<file path="src/rtl/multdiv_seq.sv">
// Iterative signed multiply/divide unit built around one shared adder.
// Define MULTDIV_RADIX4_EN to multiply with radix-4 modified Booth recoding instead of radix-2.
module carry_lookahead_adder #(
    parameter int WIDTH = 32
) (
    input  logic [WIDTH-1:0] A,
    input  logic [WIDTH-1:0] B,
    input  logic             c0,
    output logic [WIDTH-1:0] out,
    output logic             ovf,
    output logic             AneB
);
    logic [WIDTH-1:0] g;
    logic [WIDTH-1:0] p;
    logic             carry;
    logic             carry_prev;

    assign g    = A & B;
    assign p    = A ^ B;
    assign AneB = |p;

    always_comb begin
        carry      = c0;
        carry_prev = c0;
        out        = '0;
        for (int i = 0; i < WIDTH; i++) begin
            out[i]     = p[i] ^ carry;
            carry_prev = carry;
            carry      = g[i] | (p[i] & carry);
        end
        ovf = carry ^ carry_prev;
    end
endmodule

module multdiv_seq #(
    parameter int WIDTH = 32
) (
    input  logic             clock,
    input  logic             reset,
    input  logic [WIDTH-1:0] data_operandA,
    input  logic [WIDTH-1:0] data_operandB,
    input  logic             ctrl_MULT,
    input  logic             ctrl_DIV,
    output logic [WIDTH-1:0] data_result,
    output logic             data_exception,
    output logic             data_resultRDY
);
`ifdef MULTDIV_RADIX4_EN
    localparam int AW      = WIDTH + 2;
    localparam int LAST_M  = WIDTH / 2 - 1;
`else
    localparam int AW      = WIDTH + 1;
    localparam int LAST_M  = WIDTH - 1;
`endif
    localparam int LAST_D  = WIDTH - 1;
    localparam int CW      = $clog2(WIDTH);

    typedef enum logic [1:0] {IDLE, RUN, FIX, DONE} state_t;

    state_t           state_q, state_d;
    logic [CW-1:0]    cnt_q;
    logic             is_mult_q, neg_q, div0_q, exc_q;
    logic [WIDTH-1:0] mcand_q, lo_q, lo_d, result_q;
    logic [AW-1:0]    hi_q, hi_d;
    logic [AW-1:0]    add_a, add_b, add_out;
    logic             add_c0, add_ovf, add_aneb, div_take, start, last_iter, mult_exc;
    logic [WIDTH:0]   r_sh;
    logic [WIDTH-1:0] a_mag, b_mag;
`ifdef MULTDIV_RADIX4_EN
    logic             booth_q;
    logic [AW-1:0]    m_ext, m2_ext;
    assign m_ext  = {{2{mcand_q[WIDTH-1]}}, mcand_q};
    assign m2_ext = {mcand_q[WIDTH-1], mcand_q, 1'b0};
`endif

    // AneB is part of the shared adder's interface but this datapath never needs it.
    logic unused_aneb;
    assign unused_aneb = add_aneb;

    assign start     = ctrl_MULT | ctrl_DIV;
    assign a_mag     = data_operandA[WIDTH-1] ? -data_operandA : data_operandA;
    assign b_mag     = data_operandB[WIDTH-1] ? -data_operandB : data_operandB;
    assign r_sh      = {hi_q[WIDTH-1:0], lo_q[WIDTH-1]};
    assign last_iter = (cnt_q == CW'(is_mult_q ? LAST_M : LAST_D));

    carry_lookahead_adder #(.WIDTH(AW)) u_adder (
        .A(add_a), .B(add_b), .c0(add_c0), .out(add_out), .ovf(add_ovf), .AneB(add_aneb)
    );

    // Adder operand selection: one iteration in RUN, sign correction in FIX.
    always_comb begin
        add_a  = '0;
        add_b  = '0;
        add_c0 = 1'b0;
        if (state_q == RUN) begin
            if (is_mult_q) begin
                add_a = hi_q;
`ifdef MULTDIV_RADIX4_EN
                case ({lo_q[1:0], booth_q})
                    3'b001, 3'b010: add_b = m_ext;
                    3'b011:         add_b = m2_ext;
                    3'b100:         begin add_b = ~m2_ext; add_c0 = 1'b1; end
                    3'b101, 3'b110: begin add_b = ~m_ext;  add_c0 = 1'b1; end
                    default:        add_b = '0;
                endcase
`else
                add_b = lo_q[0] ? AW'(mcand_q) : '0;
`endif
            end else begin
                add_a  = AW'(r_sh);
                add_b  = ~AW'(mcand_q);
                add_c0 = 1'b1;
            end
        end else if (state_q == FIX) begin
            add_a  = neg_q ? ~AW'(lo_q) : AW'(lo_q);
            add_c0 = neg_q;
        end
    end

    // Next iteration values; the trial subtraction keeps the result when it is non-negative.
    always_comb begin
        div_take = ~(add_out[AW-1] ^ add_ovf);
        if (is_mult_q) begin
`ifdef MULTDIV_RADIX4_EN
            hi_d = {{2{add_out[AW-1]}}, add_out[AW-1:2]};
            lo_d = {add_out[1:0], lo_q[WIDTH-1:2]};
`else
            hi_d = {1'b0, add_out[AW-1:1]};
            lo_d = {add_out[0], lo_q[WIDTH-1:1]};
`endif
        end else begin
            hi_d = div_take ? AW'(add_out[WIDTH-1:0]) : AW'(r_sh[WIDTH-1:0]);
            lo_d = {lo_q[WIDTH-2:0], div_take};
        end
`ifdef MULTDIV_RADIX4_EN
        mult_exc = ~((&{hi_q[WIDTH-1:0], lo_q[WIDTH-1]}) | ~(|{hi_q[WIDTH-1:0], lo_q[WIDTH-1]}));
`else
        // Magnitude fits when below 2^(W-1), or exactly 2^(W-1) for a negative product.
        mult_exc = (|hi_q[WIDTH-1:0]) | (lo_q[WIDTH-1] & ~(neg_q & ~(|lo_q[WIDTH-2:0])));
`endif
    end

    always_ff @(posedge clock) begin
        if (reset) begin
            state_q <= IDLE;
        end else begin
            state_q <= state_d;
        end
    end

    always_comb begin
        state_d = state_q;
        if (start) begin
            state_d = RUN;
        end else begin
            case (state_q)
                RUN:     if (last_iter) state_d = FIX;
                FIX:     state_d = DONE;
                DONE:    state_d = IDLE;
                default: state_d = IDLE;
            endcase
        end
    end

    always_comb begin
        data_resultRDY = (state_q == DONE);
        data_result    = result_q;
        data_exception = exc_q;
    end

    always_ff @(posedge clock) begin
        if (reset) begin
            cnt_q     <= '0;
            is_mult_q <= 1'b0;
            neg_q     <= 1'b0;
            div0_q    <= 1'b0;
            mcand_q   <= '0;
            hi_q      <= '0;
            lo_q      <= '0;
            result_q  <= '0;
            exc_q     <= 1'b0;
`ifdef MULTDIV_RADIX4_EN
            booth_q   <= 1'b0;
`endif
        end else if (start) begin
            cnt_q     <= '0;
            is_mult_q <= ctrl_MULT;
            hi_q      <= '0;
            result_q  <= '0;
            exc_q     <= 1'b0;
            div0_q    <= ~ctrl_MULT & ~(|data_operandB);
            neg_q     <= data_operandA[WIDTH-1] ^ data_operandB[WIDTH-1];
            if (ctrl_MULT) begin
`ifdef MULTDIV_RADIX4_EN
                mcand_q <= data_operandA;
                lo_q    <= data_operandB;
                neg_q   <= 1'b0;
                booth_q <= 1'b0;
`else
                mcand_q <= a_mag;
                lo_q    <= b_mag;
`endif
            end else begin
                mcand_q <= b_mag;
                lo_q    <= a_mag;
            end
        end else if (state_q == RUN) begin
            cnt_q <= cnt_q + CW'(1);
            hi_q  <= hi_d;
            lo_q  <= lo_d;
`ifdef MULTDIV_RADIX4_EN
            booth_q <= lo_q[1];
`endif
        end else if (state_q == FIX) begin
            result_q <= div0_q ? '0 : add_out[WIDTH-1:0];
            exc_q    <= is_mult_q ? mult_exc : (div0_q | (~neg_q & lo_q[WIDTH-1]));
        end
    end
endmodule

</file>
<file path="config.mk">
export PLATFORM = sky130hd
export DESIGN_NAME = multdiv_seq
export DESIGN_NICKNAME = d
export VERILOG_FILES = /design/src/rtl/multdiv_seq.sv
export SDC_FILE = /design/constraint.sdc
export NUM_CORES = 1
export LEC_CHECK = 0
export CAP_MARGIN = 10
export CORE_ASPECT_RATIO = 0.8
export CORE_UTILIZATION = 40
export DETAILED_ROUTE_END_ITERATION = 10
export HOLD_SLACK_MARGIN = 0.03
export PLACE_DENSITY = 0.7
export SLEW_MARGIN = 25
export SYNTH_ARGS = -nofsm -noshare
export SYNTH_HDL_FRONTEND = slang
export SYNTH_SLANG_ARGS = --single-unit
export TNS_END_PERCENT = 30
</file>
<file path="constraint.sdc">
create_clock -name clock -period 16 [get_ports clock]
set_clock_uncertainty 0.15 [all_clocks]
set_input_delay 2.4 -clock clock [delete_from_list [all_inputs] [get_ports clock]]
set_output_delay 2.4 -clock clock [all_outputs]
set_load 0.01 [all_outputs]
</file>
==> results of run 1 <==
## power by group
group          internal (W)  switching, W
clock network      0.000280      0.000157
registers          0.000363     0.0000233
logic             0.0000943      0.000126
total              0.000737      0.000306
## flip-flops by register name, indices dropped and copies added, names as in the netlist
name,count
div0_q,1
state_q,2
cnt_q,5
lo_q,32
neg_q,1
hi_q,32
data_exception,1
data_result,32
is_mult_q,1
mcand_q,32
## how the worst max path moves through the flow
stage,from,endpoint,slack (ns),cells after the start
2_1_floorplan,is_mult_q$_SDFFE_PP0N_,hi_q[30]$_SDFFE_PP0P_,0.65,47
3_3_place_gp,state_q[1]$_SDFFE_PP0P_,hi_q[24]$_SDFFE_PP0P_,0.80,45
3_5_place_dp,state_q[1]$_SDFFE_PP0P_,hi_q[23]$_SDFFE_PP0P_,0.55,45
4_1_cts,state_q[1]$_SDFFE_PP0P_,hi_q[23]$_SDFFE_PP0P_,0.37,45
5_1_grt,state_q[1]$_SDFFE_PP0P_,hi_q[27]$_SDFFE_PP0P_,0.21,45
6_report,state_q[1]$_SDFFE_PP0P_,hi_q[23]$_SDFFE_PP0P_,0.71,45
## worst max-delay path, delay by kind of cell (launching register included)
kind | cells | cell delay (ns)
adder cells (fa/ha/maj) | 34 | 13.17
flip-flops | 1 | 0.40
AO/OA/AOI/OAI | 2 | 0.21
AND/OR/NAND/NOR | 3 | 0.32
multiplexers | 2 | 0.38
buffers and inverters | 4 | 0.49
## layer usage
| layer | track usage, % | share of wire (%) |
|---|---|---|
| met1 | 30.7 | 45 |
| met2 | 39.8 | 48 |
| met3 | 4.16 | 5.4 |
| met4 | 6.72 | 1.7 |
| met5 | 0 | 0 |
## cells in the mapped netlist (29+ instances only)
cell type | count | area, um2
xnor2_1 | 44 | 385
nand2_1 | 92 | 345
xor2_1 | 49 | 429
o21ai_0 | 106 | 531
mux2i_1 | 129 | 1290
fa_1 | 34 | 681
clkbuf_1 | 85 | 319
a21oi_1 | 71 | 355
dfxtp_1 | 139 | 2780
nor2b_1 | 38 | 238
a211oi_1 | 29 | 218
o22ai_1 | 38 | 238
nor2_1 | 134 | 503
## cells by family (layout without fill, tap and decap cells)
group / count (synthesis) / count (layout) / synth area share [%]
AND/OR/NAND/NOR: 358 / 358 / 17.0
adder cells (fa/ha/maj): 43 / 43 / 7.87
flip-flops: 139 / 139 / 27.6
multiplexers: 131 / 131 / 13.0
buffers and inverters: 114 / 170 / 4.38
AO/OA/AOI/OAI: 349 / 349 / 22.0
XOR/XNOR: 93 / 93 / 8.08
## per-stage QoR
step           hold WS, ns  std cells  util (%)  power, W  setup slack, ns
6_report             0.323       1601      48.8   0.00104            0.710
5_1_grt              0.354       1601      48.8   0.00109            0.206
4_1_cts              0.333       1599      48.6   0.00104            0.371
3_5_place_dp         0.323       1568      46.0  0.000608            0.548
3_3_place_gp         0.315       1568      46.0  0.000604            0.799
2_1_floorplan        0.317       1227         -  0.000535            0.654
## layout make-up
class / instances / area [um2]
multi-input combinational: 974 / 6880
inverter: 13 / 48.8
fill: 2360 / 12600
clock buffer: 19 / 443
clock inverter: 12 / 198
sequential: 139 / 2790
timing repair buffer: 126 / 1200
tap: 318 / 398
## what timing repair did
action | CTS | global route
endpoints found under the setup margin | 0 | 18
setup buffers | 0 | 2
gates resized for setup | 0 | 1
==> report_table.html, run 1 <==
<table>
<tr><th>Metric</th><th>Value</th></tr>
<tr><th colspan="2">Logic synthesis</th></tr>
<tr><td>Share of the yosys chip area belonging to registers</td><td>roughly 28%</td></tr>
<tr><td>Netlist area before placement</td><td>between 0.01 and 0.015 mm2</td></tr>
<tr><td>Number of distinct library cells after synthesis</td><td>just under 70</td></tr>
<tr><td>Synthesized instance count</td><td>about 1,200</td></tr>
<tr><td>Post-synthesis average cell area</td><td>~8 um2</td></tr>
<tr><td>Yosys synthesis warning count</td><td>0</td></tr>
<tr><td>FF+latch count, synth</td><td>around 140</td></tr>
<tr><td>Post-synth net total</td><td>about 1,300</td></tr>
<tr><td>Fraction of registers with async set/reset</td><td>0%</td></tr>
<tr><td>Post-synth EDFFs</td><td>0</td></tr>
<tr><td>Main synth FF type</td><td>dfxtp_1</td></tr>
<tr><th colspan="2">STA</th></tr>
<tr><td>Final Slew Violations</td><td>0</td></tr>
<tr><td>Slew of the pin with the lowest slew margin</td><td>about 1.1 ns</td></tr>
<tr><td>Post-layout minimum cycle time</td><td>approximately 15 ns</td></tr>
<tr><td>RSZ-0062 raised after global routing</td><td>no</td></tr>
<tr><td>Period utilization</td><td>between 90 and 100%</td></tr>
<tr><td>Max-Slew Margin vs Limit</td><td>28.9%</td></tr>
<tr><td>Hold Violations, Final</td><td>0</td></tr>
<tr><td>Final setup vio count</td><td>0</td></tr>
<tr><td>Highest clock rate</td><td>between 60 and 70 MHz</td></tr>
<tr><td>Setup TNS</td><td>0 ns</td></tr>
<tr><th colspan="2">Placement</th></tr>
<tr><td>Half-perimeter wire length of the detailed placement result</td><td>approximately 22,000 um</td></tr>
<tr><td>Port Buffer Count</td><td>101</td></tr>
<tr><td>Final Wtd Congestion</td><td>a little under 0.9</td></tr>
<tr><td>Instance area after placement</td><td>0.0113 mm2</td></tr>
<tr><th colspan="2">Detailed routing</th></tr>
<tr><td>Number of remaining DRC errors</td><td>2</td></tr>
<tr><td>Average wire per standard cell</td><td>roughly 19 um</td></tr>
<tr><td>Post-Route WL</td><td>30,200 um</td></tr>
<tr><td>Via total after detailed routing</td><td>9,375</td></tr>
<tr><td>Avg Vias per Cell</td><td>approximately 6</td></tr>
<tr><td>DR pass1 iterations</td><td>10</td></tr>
<tr><td>First DRT Iteration DRCs</td><td>800</td></tr>
<tr><td>Remaining antenna violation count</td><td>0</td></tr>
<tr><th colspan="2">Clock network</th></tr>
<tr><td>Clock tree root buffer cell</td><td>clkbuf_16</td></tr>
<tr><td>Cts bufs inserted</td><td>17</td></tr>
<tr><td>Largest buffer count on any clock path</td><td>2</td></tr>
<tr><td>Worst-path clk slew</td><td>0.06 ns</td></tr>
<tr><td>CTS tree</td><td>built</td></tr>
<tr><td>Hold buffer count at CTS</td><td>0</td></tr>
<tr><td>Skew-Pair Late Insertion Delay</td><td>~0.43 ns</td></tr>
<tr><td>Num Clock Sinks</td><td>139</td></tr>
<tr><td>Number of H-tree branching levels</td><td>4</td></tr>
<tr><th colspan="2">Floorplan</th></tr>
<tr><td>Die boundary height</td><td>roughly 140 um</td></tr>
<tr><td>Die footprint</td><td>between 0.02 and 0.03 mm2</td></tr>
<tr><td>Top-level I/O count</td><td>between 100 and 150</td></tr>
<tr><td>Starting density of the core</td><td>about two fifths</td></tr>
<tr><td>Chip Width</td><td>~180 um</td></tr>
<tr><td>Placement Rows</td><td>between 50 and 60</td></tr>
<tr><td>Std-Cell Core Area</td><td>between 0.02 and 0.025 mm2</td></tr>
<tr><th colspan="2">Layout</th></tr>
<tr><td>Most used cells in the layout excluding fill and tap cells</td><td>dfxtp_1 (138), nor2_1 (133), mux2i_1 (129)</td></tr>
<tr><td>Count of antenna diodes in the layout</td><td>0</td></tr>
<tr><td>Ratio of cells with drive above 1 in the final layout</td><td>between 6 and 7%</td></tr>
<tr><td>Cell area after layout</td><td>0.0119 mm2</td></tr>
<tr><td>Synth-to-layout area growth</td><td>18.6%</td></tr>
<tr><td>Post-layout net count</td><td>about 1,400</td></tr>
<tr><td>Most common cell after layout, fill and taps aside</td><td>dfxtp_1</td></tr>
<tr><th colspan="2">Global route</th></tr>
<tr><td>Via count of the first global-routing pass</td><td>about 9,000</td></tr>
<tr><td>Number of antenna violations at the first check in global routing</td><td>0</td></tr>
<tr><td>Sum of overflow across all layers after global routing</td><td>0</td></tr>
<tr><td>Largest net degree at the start of global routing</td><td>77</td></tr>
<tr><td>Overall global routing resource usage</td><td>23.5%</td></tr>
<tr><td>Global-route wire length before repair</td><td>roughly 48,000 um</td></tr>
<tr><th colspan="2">Worst hold path</th></tr>
<tr><td>Endpoint with the worst hold slack</td><td>data_exception$_SDFFE_PP0P_</td></tr>
<tr><td>Hold Path Origin</td><td>data_exception$_SDFFE_PP0P_</td></tr>
<tr><td>Cells on Worst Hold Path</td><td>2</td></tr>
<tr><td>Tightest Hold Check Type</td><td>reg -&gt; reg</td></tr>
<tr><th colspan="2">Pwr</th></tr>
<tr><td>P_leak</td><td>4.36 nW</td></tr>
<tr><td>Largest voltage drop on the vdd net</td><td>between 0.00006 and 0.00007 V</td></tr>
<tr><td>Power per unit of standard cell area</td><td>between 80 and 90 mW/mm2</td></tr>
<tr><th colspan="2">Worst setup path</th></tr>
<tr><td>Delay of the slowest cell on the worst path</td><td>0.45 ns</td></tr>
<tr><td>Capturing point of the worst reg2reg path</td><td>hi_q[23]$_SDFFE_PP0P_</td></tr>
<tr><td>Number of cells on the worst reg-to-reg path</td><td>45</td></tr>
<tr><td>Required time of the critical path</td><td>between 15 and 20 ns</td></tr>
<tr><td>Crit path arrival time</td><td>15.42 ns</td></tr>
<tr><td>Classification of the worst setup path</td><td>reg -&gt; reg</td></tr>
<tr><td>Crit. End Element</td><td>flip-flop</td></tr>
<tr><td>Setup slack of the worst register-to-register path</td><td>about 0.7 ns</td></tr>
<tr><td>Element type at the critical path start</td><td>flip-flop</td></tr>
<tr><td>Most used cell along the critical path</td><td>fa_1</td></tr>
<tr><td>Cell with the largest stage delay on the worst path</td><td>fa_1</td></tr>
<tr><td>CP max FO</td><td>18</td></tr>
<tr><td>R2r startpoint</td><td>state_q[1]$_SDFFE_PP0P_</td></tr>
<tr><th colspan="2">Outcome</th></tr>
<tr><td>Violated checks</td><td>DRC</td></tr>
<tr><td>Status</td><td>finished with violations</td></tr>
<tr><th colspan="2">Run</th></tr>
<tr><td>Number of violations of the max-capacitance limit</td><td>0</td></tr>
</table>
Power figures use the tool's default switching activity.
==> run 2, diff against run 1 <==
--- a/config.mk
+++ b/config.mk
@@ -10,7 +10,7 @@
 export CORE_UTILIZATION = 40
 export DETAILED_ROUTE_END_ITERATION = 10
 export HOLD_SLACK_MARGIN = 0.03
-export PLACE_DENSITY = 0.7
+export PLACE_DENSITY = 0.67
 export SLEW_MARGIN = 25
 export SYNTH_ARGS = -nofsm -noshare
 export SYNTH_HDL_FRONTEND = slang
==> constraint.sdc (replaced) <==
create_clock -name clock -period 17.1 [get_ports clock]
set_clock_uncertainty 0.15 [all_clocks]
set_input_delay 2.565 -clock clock [delete_from_list [all_inputs] [get_ports clock]]
set_output_delay 2.565 -clock clock [all_outputs]
set_load 0.01 [all_outputs]
==> run 2 against run 1 <==
  * The run still ends with DRC left
  * Wire length decreased by 1.2%
  * Critical endpoint is now hi_q[31]$_SDFFE_PP0P_
  * Sequential share of layout area rose by 0.32 points
  * Core utilization is 0.67 points lower
  * Worst hold slack better by 0.0037 ns
  * Combinational power shrank 9.1%
  * Flip-flop and latch count is the same
  * Total power shrank 12%
  * Die area stayed put
  * Largest cell class unchanged
  * Global-route usage is essentially flat
  * Largest power group is now registers
  * Highest routed layer unchanged
==> report_table.html, run 2 (synthesis results as in run 1) <==
<table>
<tr><th>Metric</th><th>Value</th></tr>
<tr><th colspan="2">Clock network</th></tr>
<tr><td>Worst-path clk slew</td><td>0.06 ns (about the same)</td></tr>
<tr><td>Post-CTS setup buffer count</td><td>0 (unchanged)</td></tr>
<tr><td>Post-cts resize count</td><td>0 (unchanged)</td></tr>
<tr><td>Number of H-tree branching levels</td><td>4 (unchanged)</td></tr>
<tr><td>Clock tree root buffer cell</td><td>clkbuf_16</td></tr>
<tr><td>Hold buffer count at CTS</td><td>0 (unchanged)</td></tr>
<tr><td>Num Clock Sinks</td><td>139 (unchanged)</td></tr>
<tr><td>Largest buffer count on any clock path</td><td>2 (unchanged)</td></tr>
<tr><td>CTS tree</td><td>built</td></tr>
<tr><td>Cts bufs inserted</td><td>17 (unchanged)</td></tr>
<tr><td>Skew-Pair Late Insertion Delay</td><td>0.43 ns (about the same)</td></tr>
<tr><th colspan="2">Detailed routing</th></tr>
<tr><td>Via total after detailed routing</td><td>9,321 (-0.58%)</td></tr>
<tr><td>Average wire per standard cell</td><td>18.7 um (-0.75%)</td></tr>
<tr><td>DR pass1 iterations</td><td>8 (-2)</td></tr>
<tr><td>Number of remaining DRC errors</td><td>6 (+4)</td></tr>
<tr><td>Post-Route WL</td><td>29,800 um (-1.2%)</td></tr>
<tr><td>Avg Vias per Cell</td><td>5.85 (-0.14%)</td></tr>
<tr><td>First DRT Iteration DRCs</td><td>811 (+1.4%)</td></tr>
<tr><td>Remaining antenna violation count</td><td>0 (unchanged)</td></tr>
<tr><th colspan="2">Floorplan</th></tr>
<tr><td>Top-level I/O count</td><td>102 (unchanged)</td></tr>
<tr><td>Chip Width</td><td>179 um (unchanged)</td></tr>
<tr><td>Starting density of the core</td><td>41.1% (unchanged)</td></tr>
<tr><td>Die footprint</td><td>0.0258 mm2 (unchanged)</td></tr>
<tr><td>Placement Rows</td><td>51 (unchanged)</td></tr>
<tr><td>Std-Cell Core Area</td><td>0.0245 mm2 (unchanged)</td></tr>
<tr><td>Die boundary height</td><td>144 um (unchanged)</td></tr>
<tr><th colspan="2">Outcome</th></tr>
<tr><td>Status</td><td>finished with violations</td></tr>
<tr><td>Violated checks</td><td>DRC</td></tr>
<tr><th colspan="2">Pwr</th></tr>
<tr><td>P_leak</td><td>4.28 nW (-1.7%)</td></tr>
<tr><td>Power per unit of standard cell area</td><td>77.7 mW/mm2 (-11%)</td></tr>
<tr><td>Largest voltage drop on the vdd net</td><td>0.0000673 V (-2.1%)</td></tr>
<tr><th colspan="2">STA</th></tr>
<tr><td>Worst hold margin</td><td>0.327 ns (+0.00370 ns)</td></tr>
<tr><td>Slew of the pin with the lowest slew margin</td><td>0.926 ns (-0.133 ns)</td></tr>
<tr><td>Final setup vio count</td><td>0 (unchanged)</td></tr>
<tr><td>Period utilization</td><td>93.6% (-2.0 points)</td></tr>
<tr><td>Setup TNS</td><td>0 ns (unchanged)</td></tr>
<tr><td>Post-layout minimum cycle time</td><td>16.00 ns (+0.713 ns)</td></tr>
<tr><td>Final Slew Violations</td><td>0 (unchanged)</td></tr>
<tr><td>RSZ-0062 raised after global routing</td><td>no</td></tr>
<tr><td>Hold Violations, Final</td><td>0 (unchanged)</td></tr>
<tr><td>Max-Slew Margin vs Limit</td><td>37.8% (+9.0 points)</td></tr>
<tr><td>Highest clock rate</td><td>62.5 MHz (-4.5%)</td></tr>
<tr><th colspan="2">Run</th></tr>
<tr><td>Number of violations of the max-capacitance limit</td><td>0 (unchanged)</td></tr>
<tr><th colspan="2">Worst setup path</th></tr>
<tr><td>Largest delay share family, worst path</td><td>adder cells</td></tr>
<tr><td>Most used cell along the critical path</td><td>fa_1</td></tr>
<tr><td>Crit. End Element</td><td>flip-flop</td></tr>
<tr><td>Delay of the slowest cell on the worst path</td><td>0.61 ns (+0.16 ns)</td></tr>
<tr><td>Required time of the critical path</td><td>17.29 ns (+1.16 ns)</td></tr>
<tr><td>R2r startpoint</td><td>state_q[0]$_SDFFE_PP0P_</td></tr>
<tr><td>CP Launch Point</td><td>state_q[0]$_SDFFE_PP0P_</td></tr>
<tr><td>Worst path bufs/invs</td><td>5 (+1)</td></tr>
<tr><td>Classification of the worst setup path</td><td>reg -&gt; reg</td></tr>
<tr><td>CP max FO</td><td>34 (+16)</td></tr>
<tr><td>Element type at the critical path start</td><td>flip-flop</td></tr>
<tr><td>Cell with the largest stage delay on the worst path</td><td>ha_2</td></tr>
<tr><td>Crit path arrival time</td><td>16.19 ns (+0.77 ns)</td></tr>
<tr><th colspan="2">Placement</th></tr>
<tr><td>Total instance count after detailed placement</td><td>1,565 (-0.19%)</td></tr>
<tr><td>Half-perimeter wire length of the detailed placement result</td><td>21,600 um (-1.8%)</td></tr>
<tr><td>Instance area after placement</td><td>0.0112 mm2 (-0.22%)</td></tr>
<tr><td>Final Wtd Congestion</td><td>0.904 (+1.5%)</td></tr>
<tr><td>Port Buffer Count</td><td>101 (unchanged)</td></tr>
<tr><th colspan="2">Global route</th></tr>
<tr><td>Number of antenna violations at the first check in global routing</td><td>0 (unchanged)</td></tr>
<tr><td>Sum of overflow across all layers after global routing</td><td>0 (unchanged)</td></tr>
<tr><td>Via count of the first global-routing pass</td><td>8,858 (-1.6%)</td></tr>
<tr><td>Global-route wire length before repair</td><td>48,200 um (-0.48%)</td></tr>
<tr><td>Largest net degree at the start of global routing</td><td>77 (unchanged)</td></tr>
<tr><td>Overall global routing resource usage</td><td>23.5% (+0.026 points)</td></tr>
<tr><th colspan="2">Layout</th></tr>
<tr><td>Synth-to-layout area growth</td><td>17.0%</td></tr>
<tr><td>Cell area after layout</td><td>0.0118 mm2 (-1.4%)</td></tr>
<tr><td>Final core utilization</td><td>48.1% (-0.67 points)</td></tr>
<tr><td># fillers</td><td>2,380 (+0.85%)</td></tr>
<tr><td>Ratio of cells with drive above 1 in the final layout</td><td>5.25% (-0.91 points)</td></tr>
<tr><td>Most common cell after layout, fill and taps aside</td><td>dfxtp_1</td></tr>
<tr><td>Count of antenna diodes in the layout</td><td>0 (unchanged)</td></tr>
<tr><td>Post-Layout Cell Count</td><td>1,594 (-0.44%)</td></tr>
<tr><td>Post-layout net count</td><td>1,377 (-0.36%)</td></tr>
<tr><td>Most used cells in the layout excluding fill and tap cells</td><td>dfxtp_1 (138), nor2_1 (134), mux2i_1 (129)</td></tr>
<tr><th colspan="2">Worst hold path</th></tr>
<tr><td>Hold Path Origin</td><td>data_exception$_SDFFE_PP0P_</td></tr>
<tr><td>Tightest Hold Check Type</td><td>reg -&gt; reg</td></tr>
</table>
run 2: area by class of cell:
| class | instances | area, um2 | area share, % |
|---|---|---|---|
| Clock buffer | 27 | 503 | 4.27 |
| Tap cell | 318 | 398 | 3.38 |
| Inverter | 13 | 48.8 | 0.414 |
| Multi-Input combinational cell | 974 | 6870 | 58.3 |
| Sequential cell | 139 | 2790 | 23.6 |
| Timing Repair Buffer | 121 | 1150 | 9.72 |
| Clock inverter | 2 | 35.0 | 0.297 |
run 2: worst paths after layout:
kind	endpoint	slack (ns)	cells past startpoint
worst max-delay path	hi_q[31]$_SDFFE_PP0P_	1.10	45
worst min-delay path	data_exception$_SDFFE_PP0P_	0.33	2
worst max register to register	hi_q[31]$_SDFFE_PP0P_	1.10	45
worst min register to register	data_exception$_SDFFE_PP0P_	0.33	2
run 2: power breakdown:
part	internal, W	total, W	switching (W)
clock network	0.000213	0.000352	0.000139
registers	0.000340	0.000364	0.0000242
logic	0.0000856	0.000200	0.000114
run 2: routing by layer:
metal,vias to the layer above,GRT usage [%],share of wire (%)
li1,4518,-,-
met1,4486,31.0,46
met2,276,39.3,47
met3,41,3.83,5.3
met4,0,7.67,1.9
met5,-,0,0
run 2: metrics by stage:
step | worst slack (ns) | power, W
floorplan | 1.75 | 0.000500
global placement | 1.47 | 0.000565
detailed placement | 1.23 | 0.000568
CTS | 1.15 | 0.000918
global route | 0.462 | 0.000954
finish | 1.10 | 0.000916
run 2: worst reg2reg max path, delay by kind of cell (launching register included):
| kind | cells | cell delay [ns] |
|---|---|---|
| adders and majority gates | 34 | 13.56 |
| buffers and inverters | 5 | 0.86 |
| AOI/OAI and AO/OA | 3 | 0.48 |
| DFF | 1 | 0.38 |
| muxes | 1 | 0.28 |
| and+or+nand+nor | 2 | 0.21 |
==> edit (settings of run 1) <==
Build with the macro `MULTDIV_RADIX4_EN` defined.
--- a/src/rtl/multdiv_seq.sv
+++ b/src/rtl/multdiv_seq.sv
@@ -1,5 +1,7 @@
 // Iterative signed multiply/divide unit built around one shared adder.
 // Define MULTDIV_RADIX4_EN to multiply with radix-4 modified Booth recoding instead of radix-2.
+`define MULTDIV_RADIX4_EN
+
 module carry_lookahead_adder #(
     parameter int WIDTH = 32
 ) (
Check against the original RTL: same outputs for any inputs over 10 cycles, from zero or initial values and one cycle with reset high; that may be too few to reach the edited logic, so the function may still have changed.
==> edit against run 1 <==
Via count up 20%. Cell area is 12% higher. Sequential cell count is 2 higher. Worst setup slack lost 0.27 ns. Area after synthesis up 14%. Wire length up 19%. Global-route usage up 0.54 points. Power rose by 5.8%. Critical path type unchanged. Largest cell class unchanged. Largest power group unchanged.
==> edit: results (changes against run 1) <==
avgSynthCellArea_um2: 7.844  # -4.5%
min-delay-start: "hi_q[32]"
status: "complete, no violations"
syn2layout_area_growth_pct: 16.97
clkPwrFrac_pct: 41.2  # -0.7 points
post_dp_cell_area_um2: 12700  # +13%
nNetsFinal: 1601  # +16%
hold_slack_ns: 0.3363  # +0.01297 ns
hpwl_mm: 24.58  # +12%
met1_length_mm: 16.01  # +18%
crit_slowest_cell: "fa_2"
dp_cells: 1837  # +17%
grt_pass1_vias: 10177  # +13%
grt_pass1_wl_mm: 56.46  # +17%
use_met1_pct: 33.72  # +3.0 points
cp.arrival_ns: 15.70  # +0.28 ns
multiInputGateArea_um2: 8152  # +18%
inv_count: 15  # +2
critPathLaunch: "lo_q[0]"
wl_met3_mm: 2.580  # +58%
synth_area_leaders: "dfxtp_1, mux2i_1, a21oi_1"
intPower_mw: 0.7697  # +4.4%
setup_ws_ns: 0.4446  # -0.2656 ns
grt_use_met2_pct: 37.97  # -1.8 points
multi_input_area_share_pct: 60.64  # +3.1 points
routed_via_density: 5.991  # +2.3%
crit_fanout: 9  # -9
grt_usage_pct: 24.04  # +0.54 points
r2r_setup_slack_ns: 0.44  # -0.27 ns
p_seq_mw: 0.391  # +1%
edit: cell count changes after synthesis, moves of 12 or more:
cell	change
a21oi_1	+83
a22oi_1	+16
buf_1	+12
mux2_2	+32
nand2_1	+23
nor2_1	+24
nor2b_1	+38
nor3_1	+13
nor3b_1	+15
o21ai_0	-16
o22ai_1	+27
edit: logic make-up (layout without fill, tap and decap cells):
kind of cell | Yosys count | in the layout | synth area share [%]
simple gates | 467 | 467 | 20.02
fa+ha+maj | 43 | 43 | 6.969
compound gates | 421 | 421 | 22.35
xor+xnor | 90 | 90 | 6.860
buf+inv | 142 | 179 | 4.834
flops | 141 | 141 | 24.56
mux | 161 | 161 | 14.39
edit: what timing repair did:
action,4_1_cts,5_1_grt
resized for setup,0,12
endpoints found under the hold margin,0,0
setup endpoints to repair,0,33
setup buffers,0,2
hold buffers,0,0
